## config.mk

```make
export PLATFORM = sky130hd
export DESIGN_NAME = key_sw_io_flat
export DESIGN_NICKNAME = d
export VERILOG_FILES = /design/src/rtl/key_sw_io_if.sv /design/src/rtl/key_sw_io.sv /design/src/flat_wrapper.sv
export SDC_FILE = /design/constraint.sdc
export NUM_CORES = 1
export LEC_CHECK = 0
export CORE_MARGIN = 3
export CORE_UTILIZATION = 45
export DETAILED_ROUTE_END_ITERATION = 8
export GPL_TIMING_DRIVEN = 0
export PLACE_DENSITY_LB_ADDON = 0.15
export SLEW_MARGIN = 20
export SYNTH_ARGS = -nofsm -noshare
export SYNTH_HDL_FRONTEND = slang
export SYNTH_SLANG_ARGS = --single-unit
```

## constraint.sdc

```tcl
create_clock -name clk -period 2.5 [get_ports clk]
set_clock_uncertainty 0.15 [all_clocks]
set_input_delay 0.5 -clock clk [delete_from_list [all_inputs] [get_ports clk]]
set_output_delay 0.5 -clock clk [all_outputs]
set_load 0.05 [all_outputs]
```

## src/rtl/key_sw_io_if.sv

```systemverilog
// Processor load/store port into the KEY/SW register window.
// The master drives the address and strobes; the slave returns hit and read data.
interface key_sw_io_if #(
  parameter int unsigned DBITS = 32
);
  logic [DBITS-1:0] addr;
  logic             rdEn;
  logic             wrEn;
  logic [DBITS-1:0] wdata;
  logic             hit;
  logic [DBITS-1:0] rdata;

  modport master (
    output addr,
    output rdEn,
    output wrEn,
    output wdata,
    input  hit,
    input  rdata
  );

  modport slave (
    input  addr,
    input  rdEn,
    input  wrEn,
    input  wdata,
    output hit,
    output rdata
  );
endinterface

```

## src/rtl/key_sw_io.sv

```systemverilog
// Memory-mapped KEY/SW input controller: sync + debounce, sticky READY/OVR status, load window.
// Optional KEYSW_IRQ_EN adds the IE bits and a registered irq output.
module key_sw_io #(
  parameter int unsigned      DBITS           = 32,
  parameter int unsigned      DEBOUNCE_CYCLES = 100000,
  parameter int unsigned      CNT_BITS        = 17,
  parameter logic [DBITS-1:0] ADDR_KDATA      = 32'hF0000010,
  parameter logic [DBITS-1:0] ADDR_SDATA      = 32'hF0000014,
  parameter logic [DBITS-1:0] ADDR_KCTRL      = 32'hF0000110,
  parameter logic [DBITS-1:0] ADDR_SCTRL      = 32'hF0000114
) (
  input  logic              clk,
  input  logic              reset,
  key_sw_io_if.slave        bus,
  input  logic [3:0]        keyRaw,
  input  logic [9:0]        swRaw
`ifdef KEYSW_IRQ_EN
  ,
  output logic              irq
`endif
);

  localparam int unsigned            NBITS   = 14;
  // Pin level while nothing is pressed/switched: KEY pins idle high, SW idle low.
  localparam logic [NBITS-1:0]       IdleLvl = {10'b0, 4'hF};
  localparam logic [CNT_BITS-1:0]    CntMax  = CNT_BITS'(DEBOUNCE_CYCLES - 1);
  localparam logic [CNT_BITS-1:0]    CntOne  = CNT_BITS'(1);

  // ---------------------------------------------------------------------------------------------
  // Input synchronisers and debounce (bit 0..3 KEY, 4..13 SW)
  // ---------------------------------------------------------------------------------------------
  logic [NBITS-1:0]                meta_q, sync_q;
  logic [NBITS-1:0]                level;
  logic [NBITS-1:0]                stable_q, stable_d;
  logic [NBITS-1:0][CNT_BITS-1:0]  cnt_q, cnt_d;

  assign level = sync_q ^ IdleLvl;

  always_ff @(posedge clk or negedge reset) begin
    if (!reset) begin
      meta_q   <= IdleLvl;
      sync_q   <= IdleLvl;
      stable_q <= '0;
      cnt_q    <= '0;
    end else begin
      meta_q   <= {swRaw, keyRaw};
      sync_q   <= meta_q;
      stable_q <= stable_d;
      cnt_q    <= cnt_d;
    end
  end

  always_comb begin
    stable_d = stable_q;
    cnt_d    = '0;
    for (int i = 0; i < NBITS; i++) begin
      if (level[i] != stable_q[i]) begin
        if (cnt_q[i] == CntMax) begin
          stable_d[i] = level[i];
        end else begin
          cnt_d[i] = cnt_q[i] + CntOne;
        end
      end
    end
  end

  // Group 0 = KEY, group 1 = SW.
  logic [1:0] evt;
  assign evt[0] = |(stable_d[3:0]  ^ stable_q[3:0]);
  assign evt[1] = |(stable_d[13:4] ^ stable_q[13:4]);

  // ---------------------------------------------------------------------------------------------
  // Address decode
  // ---------------------------------------------------------------------------------------------
  logic [1:0] data_hit, ctrl_hit;
  logic [1:0] data_load, ctrl_wr;

  assign data_hit  = {bus.addr == ADDR_SDATA, bus.addr == ADDR_KDATA};
  assign ctrl_hit  = {bus.addr == ADDR_SCTRL, bus.addr == ADDR_KCTRL};
  assign bus.hit   = |{data_hit, ctrl_hit};
  // A simultaneous store suppresses clear-on-read.
  assign data_load = {2{bus.rdEn & ~bus.wrEn}} & data_hit;
  assign ctrl_wr   = {2{bus.wrEn}} & ctrl_hit;

  logic unused_wdata;
  assign unused_wdata = ^bus.wdata;

  // ---------------------------------------------------------------------------------------------
  // Sticky status
  // ---------------------------------------------------------------------------------------------
  logic [1:0] ready_q, ready_d;
  logic [1:0] ovr_q, ovr_d;
  logic [1:0] ie;

  always_ff @(posedge clk or negedge reset) begin
    if (!reset) begin
      ready_q <= '0;
      ovr_q   <= '0;
    end else begin
      ready_q <= ready_d;
      ovr_q   <= ovr_d;
    end
  end

  always_comb begin
    ready_d = ready_q;
    ovr_d   = ovr_q;
    for (int g = 0; g < 2; g++) begin
      if (evt[g]) begin
        ready_d[g] = 1'b1;
      end else if (data_load[g]) begin
        ready_d[g] = 1'b0;
      end
      // A clearing store beats an overrun raised on the same edge.
      if (ctrl_wr[g] && !bus.wdata[2]) begin
        ovr_d[g] = 1'b0;
      end else if (evt[g] && ready_q[g] && !data_load[g]) begin
        ovr_d[g] = 1'b1;
      end
    end
  end

`ifdef KEYSW_IRQ_EN
  logic [1:0] ie_q, ie_d;
  logic       irq_q, irq_d;

  always_ff @(posedge clk or negedge reset) begin
    if (!reset) begin
      ie_q  <= '0;
      irq_q <= 1'b0;
    end else begin
      ie_q  <= ie_d;
      irq_q <= irq_d;
    end
  end

  always_comb begin
    ie_d = ie_q;
    for (int g = 0; g < 2; g++) begin
      if (ctrl_wr[g]) begin
        ie_d[g] = bus.wdata[8];
      end
    end
  end

  assign irq_d = |(ie_q & ready_q);
  assign ie    = ie_q;
  assign irq   = irq_q;
`else
  assign ie = 2'b00;
`endif

  // ---------------------------------------------------------------------------------------------
  // Read mux
  // ---------------------------------------------------------------------------------------------
  always_comb begin
    bus.rdata = '0;
    if (data_hit[0]) begin
      bus.rdata[3:0] = stable_q[3:0];
    end else if (data_hit[1]) begin
      bus.rdata[9:0] = stable_q[13:4];
    end else if (ctrl_hit[0]) begin
      bus.rdata[8:0] = {ie[0], 5'b0, ovr_q[0], 1'b0, ready_q[0]};
    end else if (ctrl_hit[1]) begin
      bus.rdata[8:0] = {ie[1], 5'b0, ovr_q[1], 1'b0, ready_q[1]};
    end
  end

endmodule

```

## src/flat_wrapper.sv

```systemverilog
// flat-port wrapper written by rule: the top's interface ports become plain ports
module key_sw_io_flat 
#(
  parameter int unsigned      DBITS           = 32,
  parameter int unsigned      DEBOUNCE_CYCLES = 100000,
  parameter int unsigned      CNT_BITS        = 17,
  parameter logic [DBITS-1:0] ADDR_KDATA      = 32'hF0000010,
  parameter logic [DBITS-1:0] ADDR_SDATA      = 32'hF0000014,
  parameter logic [DBITS-1:0] ADDR_KCTRL      = 32'hF0000110,
  parameter logic [DBITS-1:0] ADDR_SCTRL      = 32'hF0000114
)
  (clk, reset, keyRaw, swRaw, bus_addr, bus_rdEn, bus_wrEn, bus_wdata, bus_hit, bus_rdata);
  key_sw_io_if #(.DBITS(DBITS)) bus_i ();
  input  logic clk;
  input  logic reset;
  input  logic [3:0] keyRaw;
  input  logic [9:0] swRaw;
  input wire logic [$bits(bus_i.addr)-1:0] bus_addr;
  input wire logic [$bits(bus_i.rdEn)-1:0] bus_rdEn;
  input wire logic [$bits(bus_i.wrEn)-1:0] bus_wrEn;
  input wire logic [$bits(bus_i.wdata)-1:0] bus_wdata;
  output wire logic [$bits(bus_i.hit)-1:0] bus_hit;
  output wire logic [$bits(bus_i.rdata)-1:0] bus_rdata;
  assign bus_i.addr = bus_addr;
  assign bus_i.rdEn = bus_rdEn;
  assign bus_i.wrEn = bus_wrEn;
  assign bus_i.wdata = bus_wdata;
  assign bus_hit = bus_i.hit;
  assign bus_rdata = bus_i.rdata;
  key_sw_io #(.DBITS(DBITS), .DEBOUNCE_CYCLES(DEBOUNCE_CYCLES), .CNT_BITS(CNT_BITS), .ADDR_KDATA(ADDR_KDATA), .ADDR_SDATA(ADDR_SDATA), .ADDR_KCTRL(ADDR_KCTRL), .ADDR_SCTRL(ADDR_SCTRL)) u_core (.clk(clk), .reset(reset), .bus(bus_i), .keyRaw(keyRaw), .swRaw(swRaw));
endmodule
```

==> metrics list <==
- Across all hold checks on the routed design, the worst slack comes to 0.197 ns.
- Final worst path period need: 2.62 ns
- The setup check on the worst reg-to-reg path leaves a slack of 0.23 ns.
* Proportion of layout cells with a drive suffix above 1: 11.5%
- Core footprint: 28900 µm²
- Once the floorplan was initialized, standard cells occupied 45.9% of the core.
- The share of the Yosys chip area taken by registers is 53.7%.
* Final instance count without filler cells: 1835
- The top cell types in the final layout, fill and taps aside, are dfrtp_1, nor2_1, xor2_1.
- Layout Area Growth over Synthesis: 19.1%
- Across all layers, the routed design uses 9163 vias.
- For this run, the number of Yosys warnings is 0.
- Horizontal die dimension: 178 µm
* Max-cap violation count: 0
- Power, Total: 10.1 mW
- The run finished, with violations left.
* Deepest level of the CTS H-tree: 2
* Synth Instances: 1298
- Root cell of the clock tree: clkbuf_16
- Clock-pin slew was measured on the worst setup and hold paths at 0.05 ns.
- Largest buffer count on any clock path: 3
* Worst hold path type: reg -> reg
* Cell count after placement: 1765
- By startpoint and endpoint, the worst setup path is classified as in -> out.
- Worst-case vdd ir drop: 0.457 mV
- The die covers 31500 µm².
- In this run the static leakage power is 7.01 nW.
* Multi-input logic area: 6010 µm²
- Power density over the cells: 641 nW/µm²
* Origin of the worst setup path: bus_addr[17]
- 115 I/O pins were placed.
* Number of synthesized flops with an enable pin: 0
* First-pass GRT wire length: 42500 µm
- In the routed layout, each cell is associated on average with a via count of 4.99.
- Number of placement rows: 62
- Relative slew margins: 55.4%
- At the end of the flow, the number of nets in the layout was 1521.
- TritonCTS built the clock tree.
- Number of failing setup endpoints in the final timing report: 8
- The number of max-slew violations in the final report was 0.
- In this run the critical register-to-register path is launched from u_core.cnt_q[187].
- Yosys mapped the design onto 48 distinct sky130hd cell types.
- In this run the worst path has a maximum fanout of 4.
- Detailed placement ended at an HPWL of 16800 µm.
- Before CTS, the worst setup slack after placement is -1.50 ns.
- Share of the cycle needed by the critical path after routing: 105%
- After synthesis, the share of flip-flops with an asynchronous set or reset is 100%.
* Worst Reg-to-Reg Cells: 7
* Total Routed Length: 24700 µm
- Avg Cell Area, Syn: 10.2 µm²
* Critical R2R Capture: u_core.cnt_q[198]
* WL per Instance: 13.5 µm
* GP Congestion: 0.796
* Most common cell after layout, fill and taps aside: dfrtp_1
* Total CTS buffers: 34
- Number of DRC markers after the initial detailed-route iteration: 483
- 1st-pass router iterations: 4
- Data arrival at the endpoint of the critical path: 1.97 ns
- Die height: 178 µm
- Count of fill cells added during filler insertion: 2598
- Capturing element of the worst setup path: bus_rdata[9]
- Number of inserted diodes: 0
- Synth Cell Area: 13300 µm²
- Actual slew at the worst max-slew pin: 0.669 ns
* Highest achievable clock rate: 0.382 GHz
* Maximum number of pins on one net before global-route repair: 100
- Finished Cell Area: 15800 µm²
* Critical Path Sink Type: output pin
- The number of global-route vias before repair was 8824.
* CP required: 1.85 ns
- TritonCTS Sinks: 284
* Failing checks: negative setup slack
* Overflow after GRT: 0
- In this run the remaining antenna-violating nets after routing total 0.
* Number of antenna violations at the first check in global routing: 0
- STA classifies the critical path startpoint as an input port.
* Final worst-path setup slack: -0.118 ns
* Setup repair after global routing missed its margin: yes
- Final hold vios: 0
* Primary flip-flop cell chosen by synthesis mapping: dfrtp_1
* All-Layer GR Usage: 16.1%
- Post-DP Area: 14500 µm²
- Seq. cell area: 7120 µm²
- After detailed routing, the number of remaining DRC violations is 0.
* Number of buffers inserted by port buffering: 60
- Flops & latches, synth: 284
- The later pin in the worst-skew pair is clocked with a latency of 0.51 ns.
through the flow:
step                      util (%)  setup TNS, ns
after global routing          54.7          -1.40
after global placement        50.1       -3302.81
after CTS                     54.6         -0.862
after detailed placement      50.4         -14.49
final                         54.7         -0.741
after floorplan                  -         -0.405
worst max-delay path: stages:
cell and delay, ns:
buf_2 0.11, nor4_4 0.24, nand4_1 0.14, buf_6 0.16, nor2_4 0.13, nand2_2 0.09
nor2_4 0.16, buf_12 0.14, and2_4 0.15, buf_8 0.14
power breakdown:
part	internal (mW)	leakage, nW	switching, mW
clock network	3.02	0.556	1.87
logic	0.171	2.60	0.303
registers	4.68	3.85	0.0652
synthesized netlist by cell type (3+ instances only):
cell type	count	area (µm²)
a21oi_1	8	40.0
and2_1	17	106
and3_1	42	263
and4_1	16	140
and4b_1	4	40.0
buf_4	24	180
buf_6	3	33.8
clkbuf_1	13	48.8
dfrtp_1	276	6910
dfstp_2	8	210
ha_1	14	175
inv_1	14	52.6
mux2_2	9	101
mux2i_1	3	30.0
nand2_1	99	372
nand2b_1	5	31.3
nand3_1	101	505
nand4_1	46	288
nand4b_1	4	35.0
nor2_1	266	998
nor2b_1	3	18.8
nor3_1	20	100
nor4_1	15	93.8
nor4b_1	8	70.1
nor4bb_1	13	130
o21ai_0	12	60.1
or3_1	11	68.8
or4_1	3	22.5
xnor2_1	64	561
xor2_1	153	1340
worst min-delay path by stage:
stage	start	endpoint	slack [ns]	depth (start not counted)
floorplan	reset	u_core.cnt_q[0]	0.05	0
global placement	u_core.meta_q[4]	u_core.sync_q[4]	0.18	0
detailed placement	u_core.meta_q[10]	u_core.sync_q[10]	0.18	0
CTS	u_core.meta_q[11]	u_core.sync_q[11]	0.20	0
global route	u_core.meta_q[11]	u_core.sync_q[11]	0.20	0
finish	u_core.meta_q[11]	u_core.sync_q[11]	0.20	0
layer usage:
metal  track usage [%]  part of all wire (%)  vias to the layer above
li1                  -                     -                     4617
met4              4.97                   2.0                        0
met2              24.8                    45                      102
met5                 0                     0                        -
met1              23.0                    50                     4408
met3              3.00                   3.6                       36
logic make-up after synthesis:
family          Yosys count  synth area share [%]
other cells               1                0.0283
buf+inv                  56                  2.45
xor+xnor                217                  14.3
fa+ha+maj                14                  1.32
compound gates           31                  1.47
flops                   284                  53.7
mux                      14                  1.33
simple gates            681                  25.4
layout make-up:
cell class                      instances  area share [%]
Sequential cell                       284            45.1
Multi-Input combinational cell        979            38.1
Clock buffer                           54            6.71
Timing Repair Buffer                   70            4.54
Tap cell                              384            3.04
Buffer                                 42            1.75
Clock inverter                          8           0.476
Inverter                               14           0.333
repair_timing:
action / CTS / global route
pin swaps: 13 / 6
hold buffers: 1 / 0
gates resized for setup: 182 / 15
endpoints found under the setup margin: 11 / 23
setup buffers: 5 / 2
hold endpoints to repair: 87 / 0
flip-flops by register name, summed over array words and instances, names as in the netlist:
name and cells:
u_core.cnt_q 238, u_core.meta_q 14, u_core.stable_q 14, u_core.sync_q 14, u_core.ovr_q 2, u_core.ready_q 2
Note: power is estimated with default switching activity, not from simulation.
